[config.mk]
export PLATFORM = sky130hd
export DESIGN_NAME = kyber_zeta_seq
export DESIGN_NICKNAME = d
export VERILOG_FILES = /design/src/rtl/kyber_zeta_seq_pkg.sv /design/src/rtl/kyber_zeta_seq_rom.sv /design/src/rtl/kyber_zeta_seq.sv
export SDC_FILE = /design/constraint.sdc
export NUM_CORES = 1
export LEC_CHECK = 0
export ABC_AREA = 1
export CAP_MARGIN = 20
export CORE_MARGIN = 1
export CORE_UTILIZATION = 30
export CTS_CLUSTER_DIAMETER = 40
export DETAILED_ROUTE_END_ITERATION = 10
export SYNTH_ARGS = -nofsm -noshare
export SYNTH_HDL_FRONTEND = slang
export SYNTH_SLANG_ARGS = --single-unit
[constraint.sdc]
create_clock -name clk -period 2.8 [get_ports clk]
set_input_delay 0.56 -clock clk [delete_from_list [all_inputs] [get_ports clk]]
set_output_delay 0.56 -clock clk [all_outputs]
set_load 0.005 [all_outputs]
[src/rtl/kyber_zeta_seq_pkg.sv]
// Shared definitions for the Kyber twiddle-factor sequencer.
//   state_t   : sequencer FSM states
//   ZETA_Q    : default modulus (3329)
//   ZETA      : 128-entry twiddle table, entry i = 17^(-brv7(i)) mod Q
//               anchors: [0]=0x001 [1]=0x640 [2]=0x028 [3]=0x2ED [127]=0xCF0
package kyber_zeta_seq_pkg;

  typedef enum logic [1:0] {
    IDLE  = 2'd0,
    RUN   = 2'd1,
    DRAIN = 2'd2,
    FIN   = 2'd3
  } state_t;

  localparam int unsigned ZETA_Q = 3329;
  localparam int unsigned ZETA_W = 12;

  typedef logic [127:0][ZETA_W-1:0] zeta_tab_t;

  // Builds the table at elaboration time. 17 is a primitive 256th root of
  // unity mod Q, so 17^(-e) == 17^(256-e); the 8-bit wrap of (256 - br)
  // maps br=0 to exponent 0.
  function automatic zeta_tab_t zeta_gen();
    zeta_tab_t            tab;
    logic [255:0][ZETA_W-1:0] pw;
    int unsigned          br;
    tab   = '0;
    pw    = '0;
    pw[0] = ZETA_W'(1);
    for (int unsigned k = 1; k < 256; k++)
      pw[8'(k)] = ZETA_W'((32'(pw[8'(k - 1)]) * 32'd17) % ZETA_Q);
    for (int unsigned i = 0; i < 128; i++) begin
      br = 0;
      for (int unsigned b = 0; b < 7; b++)
        br = br | (((i >> b) & 32'd1) << (6 - b));
      tab[7'(i)] = pw[8'(256 - br)];
    end
    return tab;
  endfunction

  localparam zeta_tab_t ZETA = zeta_gen();

endpackage

[src/rtl/kyber_zeta_seq_rom.sv]
// Synchronous twiddle ROM with clock enable, one cycle read latency.
// No reset on the output register so it maps onto block ROM.
//   clk  : clock
//   ce   : read enable; data holds when low
//   addr : table index
//   data : table entry, valid the cycle after a read with ce=1
module kyber_zeta_rom
  import kyber_zeta_seq_pkg::*;
#(
  parameter int unsigned DATA_W = 12,
  parameter int unsigned ADDR_W = 7
) (
  input  logic              clk,
  input  logic              ce,
  input  logic [ADDR_W-1:0] addr,
  output logic [DATA_W-1:0] data
);

  always_ff @(posedge clk) begin
    if (ce) data <= DATA_W'(ZETA[addr]);
  end

endmodule

[src/rtl/kyber_zeta_seq.sv]
// Streams a burst of twiddle factors from the zeta ROM, ascending (forward)
// or descending (inverse, optionally negated mod Q), with valid/ready output.
//   clk, reset          : clock, asynchronous active-high reset
//   start, mode         : burst request (accepted when busy=0), 0=fwd 1=inv
//   start_addr, length  : first index, number of beats (0..2^ADDR_W)
//   busy, done          : burst in progress, one-cycle completion pulse
//   out_valid/out_ready : output handshake
//   out_data, out_index : twiddle value and its raw table index
module kyber_zeta_seq
  import kyber_zeta_seq_pkg::*;
#(
  parameter int unsigned DATA_W  = 12,
  parameter int unsigned ADDR_W  = 7,
  parameter int unsigned Q       = ZETA_Q,
  parameter bit          NEG_INV = 1'b1
) (
  input  logic              clk,
  input  logic              reset,
  input  logic              start,
  input  logic              mode,
  input  logic [ADDR_W-1:0] start_addr,
  input  logic [ADDR_W:0]   length,
  output logic              busy,
  output logic              done,
  output logic              out_valid,
  input  logic              out_ready,
  output logic [DATA_W-1:0] out_data,
  output logic [ADDR_W-1:0] out_index
);

  state_t              state;
  logic                mode_r;
  logic [ADDR_W-1:0]   addr_cnt;
  logic [ADDR_W:0]     issue_left;
  logic [ADDR_W:0]     beats_left;
  logic                v1;
  logic [ADDR_W-1:0]   idx1;
  logic [DATA_W-1:0]   rom_data;

  logic                advance;
  logic                accept;
  logic                issue;
  logic                fire;
  logic                step_mode;
  logic [ADDR_W-1:0]   rd_addr;
  logic [ADDR_W-1:0]   next_addr;
  logic [DATA_W-1:0]   beat_data;

  // The first read is issued from IDLE in the accept cycle itself so the
  // first beat reaches the output two cycles after start.
  always_comb begin
    advance   = out_ready | ~out_valid;
    accept    = (state == IDLE) & start;
    issue     = (accept & (length != '0)) |
                ((state == RUN) & advance & (issue_left != '0));
    rd_addr   = (state == IDLE) ? start_addr : addr_cnt;
    step_mode = (state == IDLE) ? mode : mode_r;
    next_addr = step_mode ? rd_addr - ADDR_W'(1) : rd_addr + ADDR_W'(1);
    fire      = out_valid & out_ready;
    beat_data = (NEG_INV && mode_r && (rom_data != '0)) ? DATA_W'(Q) - rom_data
                                                        : rom_data;
  end

  kyber_zeta_rom #(
    .DATA_W(DATA_W),
    .ADDR_W(ADDR_W)
  ) u_rom (
    .clk (clk),
    .ce  (advance),
    .addr(rd_addr),
    .data(rom_data)
  );

  always_ff @(posedge clk or posedge reset) begin
    if (reset) begin
      state      <= IDLE;
      busy       <= 1'b0;
      done       <= 1'b0;
      mode_r     <= 1'b0;
      addr_cnt   <= '0;
      issue_left <= '0;
      beats_left <= '0;
    end else begin
      done <= 1'b0;
      if (issue) addr_cnt <= next_addr;
      if (fire) beats_left <= beats_left - (ADDR_W+1)'(1);
      case (state)
        IDLE: begin
          if (accept) begin
            mode_r     <= mode;
            beats_left <= length;
            busy       <= 1'b1;
            if (length == '0) begin
              state <= FIN;
              done  <= 1'b1;
            end else begin
              state      <= RUN;
              issue_left <= length - (ADDR_W+1)'(1);
            end
          end
        end
        RUN: begin
          if (issue_left == '0) begin
            state <= DRAIN;
          end else if (advance) begin
            issue_left <= issue_left - (ADDR_W+1)'(1);
            if (issue_left == (ADDR_W+1)'(1)) state <= DRAIN;
          end
        end
        DRAIN: begin
          if (fire && (beats_left == (ADDR_W+1)'(1))) begin
            state <= FIN;
            done  <= 1'b1;
          end
        end
        FIN: begin
          state <= IDLE;
          busy  <= 1'b0;
        end
        default: state <= IDLE;
      endcase
    end
  end

  // Two-stage pipeline (ROM register, output register) under one global
  // stall: nothing moves while a valid beat waits for out_ready.
  always_ff @(posedge clk or posedge reset) begin
    if (reset) begin
      v1        <= 1'b0;
      idx1      <= '0;
      out_valid <= 1'b0;
      out_data  <= '0;
      out_index <= '0;
    end else if (advance) begin
      v1        <= issue;
      idx1      <= rd_addr;
      out_valid <= v1;
      if (v1) begin
        out_index <= idx1;
        out_data  <= beat_data;
      end
    end
  end

endmodule

**Word-level counts from Yosys, hierarchy flattened**

Memory sizes are Yosys's and may differ from the RTL's. A register that Yosys moved wholly into a read port is not among the register bits.
Cells that the tools add are included.

- Logic and storage cells: 79
- Memories kept: 1
- Bits in read-only memories: 1,536
- Flip-flop bits (word level): 56
- Output and inout bits: 22

Memories:

| memory | words | bits a word | read ports | clocked after Yosys merged registers in | write ports | line | RTL |
|---|---|---|---|---|---|---|---|
| (name not given) | 128 | 12 | 1 | 1 | 0 | kyber_zeta_seq_rom.sv:20 | `if (ce) data <= DATA_W'(ZETA[addr]);` |

- Reduce and logical (&&, ||, !) cells: 15
- Mux-type cells: 25
- Bitwise gates (word level): 8
- Add/sub/neg operators: 6
- Eq/ne operators: 12

Operators by type and width:

| kind | number |
|---|---|
| 8-bit 2-to-1 mux | 7 |
| 8-bit by 1-bit subtractor with 8-bit output, second input constant | 3 |
| 8-bit by 1-bit == test with 1-bit output, second input constant | 2 |
| 8-bit zero test | 2 |
| 8-bit one-hot mux with 2 select lines | 1 |
| 8-bit nonzero test | 2 |
| 7-bit 2-to-1 mux | 2 |
| 12-bit 2-to-1 mux | 1 |
| 2-bit 2-to-1 mux | 6 |
| 12-bit nonzero test | 1 |
| 12-bit subtractor, first input constant | 1 |
| 2-bit inequality test, second input constant | 5 |
| 2-bit one-hot mux with 4 select lines | 1 |
| 7-bit by 1-bit adder with 7-bit output, second input constant | 1 |
| 7-bit by 1-bit subtractor with 7-bit output, second input constant | 1 |
| 2-bit AND reduction | 3 |
| 1-bit AND | 5 |
| 1-bit 2-to-1 mux | 5 |
| 5-bit AND reduction | 1 |
| 2-bit == test, second input constant | 2 |
| 1-bit one-hot mux with 2 select lines | 2 |
| 4-bit AND reduction | 1 |
| 2-bit nonzero test | 2 |
| 3-bit by 1-bit inequality test with 1-bit output, second input constant | 1 |
| other kinds (6) | 8 |

**Longest topological paths before layout**

- Depth in word-level cells: 5
- Gate-level depth with buffers: 20
- Depth with buffers taken out: 17

**Hierarchy**

From an unflattened synthesis, not the netlist that was laid out.

- Cells, all modules: 988
- Area total of the unflattened synthesis: 6,165.9 µm²

Modules (own cells, without submodules):

| module | sequential area each (µm²) | cells each | area each (µm²) | times used |
|---|---|---|---|---|
| kyber_zeta_seq | 1,401.3 | 480 | 3,455.8 | 1 |
| kyber_zeta_rom | 360.3 | 508 | 2,710.1 | 1 |

**Worst setup path after synthesis**

Ideal clock, no wire load.

- Path type: register to register
- Start: register state[0]
- End: register u_rom.data[6], data pin
- Arrival time: 2.262 ns
- Setup time: 0.249 ns
- Path slack: 0.289 ns
- Cell stages (with the launch flop): 20
- Clock period less this slack: 2.511 ns
- Required time: 2.551 ns
- Path through: dfrtp_1 -> inv_1 -> ha_1 -> buf_6 -> inv_4 -> buf_6 -> nand2_1 -> nand2_1 -> buf_6 -> ha_1 -> inv_1 -> nand3_1 -> nand2_1 -> o21ai_0 -> nand3_1 -> nand2_1 -> nand2_1 -> nand2_1 -> nand2_1 -> inv_1

- Word-level cells in the longest chain between the ends: 2

Ends and longest elaborated chain:

| element | line | RTL |
|---|---|---|
| start, declared | kyber_zeta_seq.sv:31 | `state_t state;` |
| start signal, assigned | kyber_zeta_seq.sv:76 | `state <= IDLE;` |
| start signal, assigned | kyber_zeta_seq.sv:94 | `state <= FIN;` |
| start signal, assigned | kyber_zeta_seq.sv:97 | `state <= RUN;` |
| 2-bit zero test | kyber_zeta_seq.sv:56 | `rd_addr = (state == IDLE) ? start_addr : addr_cnt;` |
| 7-bit 2-to-1 mux | kyber_zeta_seq.sv:56 |  |
| named net rd_addr[0] | kyber_zeta_seq.sv:45 | `logic [ADDR_W-1:0] rd_addr;` |
| end, declared | kyber_zeta_seq_rom.sv:16 | `output logic [DATA_W-1:0] data` |

The timed path passes the listed nets, and every way through them passes these cells.
A chain may end at the register's enable or synchronous reset.

**Final worst setup path**

- Start: register state[1]
- End: register u_rom.data[0], data pin

- Word-level cells in the longest chain between the ends: 2

Ends and longest elaborated chain:

| element | line |
|---|---|
| 2-bit zero test | kyber_zeta_seq.sv:56 |
| 7-bit 2-to-1 mux | kyber_zeta_seq.sv:56 |

Every way passes these cells.

==> impl_results.md <==
* Post-synthesis sequential area ratio at 27.8%
* Ant diodes at 0
* Global-route wire length before repair at 36,600 um
* Total gr overflow at 0
* Detailed Place HPWL at around 18,000 um
* Synth-to-layout area growth at 23.5%
* Worst endpoint data arrival time at ~2.7 ns
* CP Class: reg2reg
* Clock Latency Late Sink at 0.34 ns
* CTS tree: done
* Critical Path End: u_rom.data[0]
* Vias at 6,862
* Transition time of the tightest slew-check pin at 0.652 ns
* Post-synth top area share at 24.6%
* Vias in the first global route at around 6,500
* Die Area at approximately 22,000 um2
* Clock Tree Root: clkbuf_16
* Reg2Reg Capture Point: u_rom.data[0]
* Most frequent cells in the layout: nand2_1 (412), nand3_1 (118), inv_1 (98), buf_4 (73), o21ai_0 (57)
* CTS max path bufs at 2
* Fin util at between 30% and 40%
* Rel. slew slack at a little under three fifths
* RSZ-0062 raised after global routing: no
* CP max stage delay at between 0.5 and 0.6 ns
* Vias per cell at approximately 5
* GRT met1 Usage at a little under a third
* Met2 Usage GRT at around a third
* Crit path max-delay cell type: o21ai_4
* Worst Hold Class: reg2reg
* Critical path depth at 11
* Post-synth cell types at 42
* Residual DRC at 0
* Most frequent CP cell: nand2_1
* Reg2Reg Setup Slack at roughly 0.22 ns
* Most common cell after layout, fill and taps aside: nand2_1
* Area contributors post-synth: nand2_1 (25%), dfrtp_1 (22%), nand3_1 (9.3%), ha_1 (6.7%), inv_1 (5.9%)
* Worst-path fanout max at 20
* Final hold vios at 0
* WP data required at 2.90 ns
* Io pins at 42
* Fmax at 0.387 GHz
* GPL Wtd Cong at 0.992
* # setup viols final at 0
* Synth Instances at between 1,000 and 1,500
* TritonCTS Sinks at 68
* Skew final at slightly above 0.01 ns
* Synthesized cell area at around 6300 um2
* Crit Reg-Reg Startpoint: state[1]
* Critical path buffers and inverters at 2
* Chip height at 147 um
* WL/cell at 17.0 um
* Max-slew violations at 0
* NumNets Final at 1,160
* Port Buffers at 41
* CP Cell Sequence: inv_1, ha_4, buf_4, o21ai_4, nand2_2, o21ai_0, nand2_1, nand2_1, nand2_1, nand3_1, nand2_1
* GRT Util Overall at 22.1%
* TritonRoute pass-1 iters at 5
* Post-CTS Hold Buffers at 0
* Final TNS setup at 0 ns
* Clock slew at reported path FFs at about 0.060 ns
* R2r worst-path depth at 11
* Worst hold path depth at 2
* Met3 Usage GRT at 4.47%
* Initial antenna violation count at 0
* WL final at 23,400 um
* Final Non-Filler Cells at 1,379
* YS warnings at 0
* Starting Density at a little under a third
* Num rows at between 50 and 60
* Worst Setup End Kind: register
* Syn Nets at 1,069
* Crit start category: register
* Antenna Nets Post-Route at 0
* Layout cells sized above 1 at around an eighth
* Htree depth at 3
* Initial DRC count at approximately 560
* Max cap viols at 0
* Maximum number of pins on one net before global-route repair at 57
* Status: finished, final reports clean
* Period utilization at between 90% and 100%
* Placed cell count at 1,362
* Core area at between 20,000 and 25,000 um2
* GRT Max-Usage Layer: met2
* Die X at approximately 150 um
* Min cycle time layout at ~2.6 ns
* Number of synthesized register bits at a little under 70
* Worst Hold Slack at ~0.47 ns
* Crit path launch: state[1]
* Critical path's top delay family: compound AO/OA/AOI/OAI gates
* Synthesized area per cell at between 6 and 7 um2
* Cell taking the most area after synthesis: nand2_1
* Total CTS buffers at 9
[how the worst min path moves through the flow]
stage,slack (ns),from,end
finish,0.47,out_index[4],out_index[4]
global route,0.49,out_index[4],out_index[4]
CTS,0.47,out_index[2],out_index[2]
detailed placement,0.46,out_index[2],out_index[2]
global placement,0.45,out_index[4],out_index[4]
floorplan,0.43,v1,out_valid
[cells in the mapped netlist, drive strengths merged]
cell / instances
a21oi: 41
a31oi: 5
and2: 1
buf: 33
clkbuf: 7
clkinv: 1
dfrtp: 56
edfxtp: 12
fa: 1
ha: 34
inv: 103
mux2i: 1
nand2: 433
nand3: 118
nand4: 13
nor2: 57
nor3: 7
nor3b: 1
nor4: 1
o211ai: 5
o21ai: 63
o22ai: 1
or2: 5
xnor2: 2
xor2: 13
[registers in the layout, indices dropped and copies added, names as in the netlist]
register	cells
out_valid	1
addr_cnt	7
state	2
out_data	12
v1	1
idx1	7
issue_left	8
done	1
busy	1
beats_left	8
mode_r	1
u_rom.data	12
out_index	7
[tightest hold or removal path, cell delays in order, from the launching register on]
cell and delay, ns:
dfrtp_1 0.34, nand2_1 0.05, nand2_1 0.04
[cell families after synthesis]
logic type / after synthesis / synth area share, %
DFF: 68 / 27.8
adders and majority gates: 35 / 7.03
and+or+nand+nor: 636 / 42.7
AOI/OAI and AO/OA: 115 / 9.93
buffers and inverters: 144 / 10.2
xor gates and xnor gates: 15 / 2.19
muxes: 1 / 0.158
[metal layers]
metal / wire (um) / vias up
met3: 1550 / 73
li1: - / 3418
met1: 10800 / 3107
met2: 10000 / 264
met4: 1040 / 0
met5: 0 / -
[per-stage QoR]
step / cell area [um2] / setup slack, ns
floorplan: 6340 / 0.289
global placement: 7490 / 0.0393
detailed placement: 7490 / 0.0706
CTS: 7790 / 0.179
global route: 7830 / 0.0148
finish: 7830 / 0.218
[cell type report]
cell class | instances | area (um2)
fill | 2268 | 12700
multi-input combinational | 802 | 3960
sequential | 68 | 1760
timing repair buffer | 120 | 1080
inverter | 104 | 395
tap | 270 | 338
clock buffer | 11 | 254
clock inverter | 4 | 47.5
[what timing repair did]
action,in CTS,in global routing
endpoints found under the hold margin,0,0
resized for setup,0,9
setup endpoints to repair,0,10
buffers inserted,0,2
Power is not shown: default switching activity piles up to over one toggle a cycle in this logic, so the estimate is an artifact.
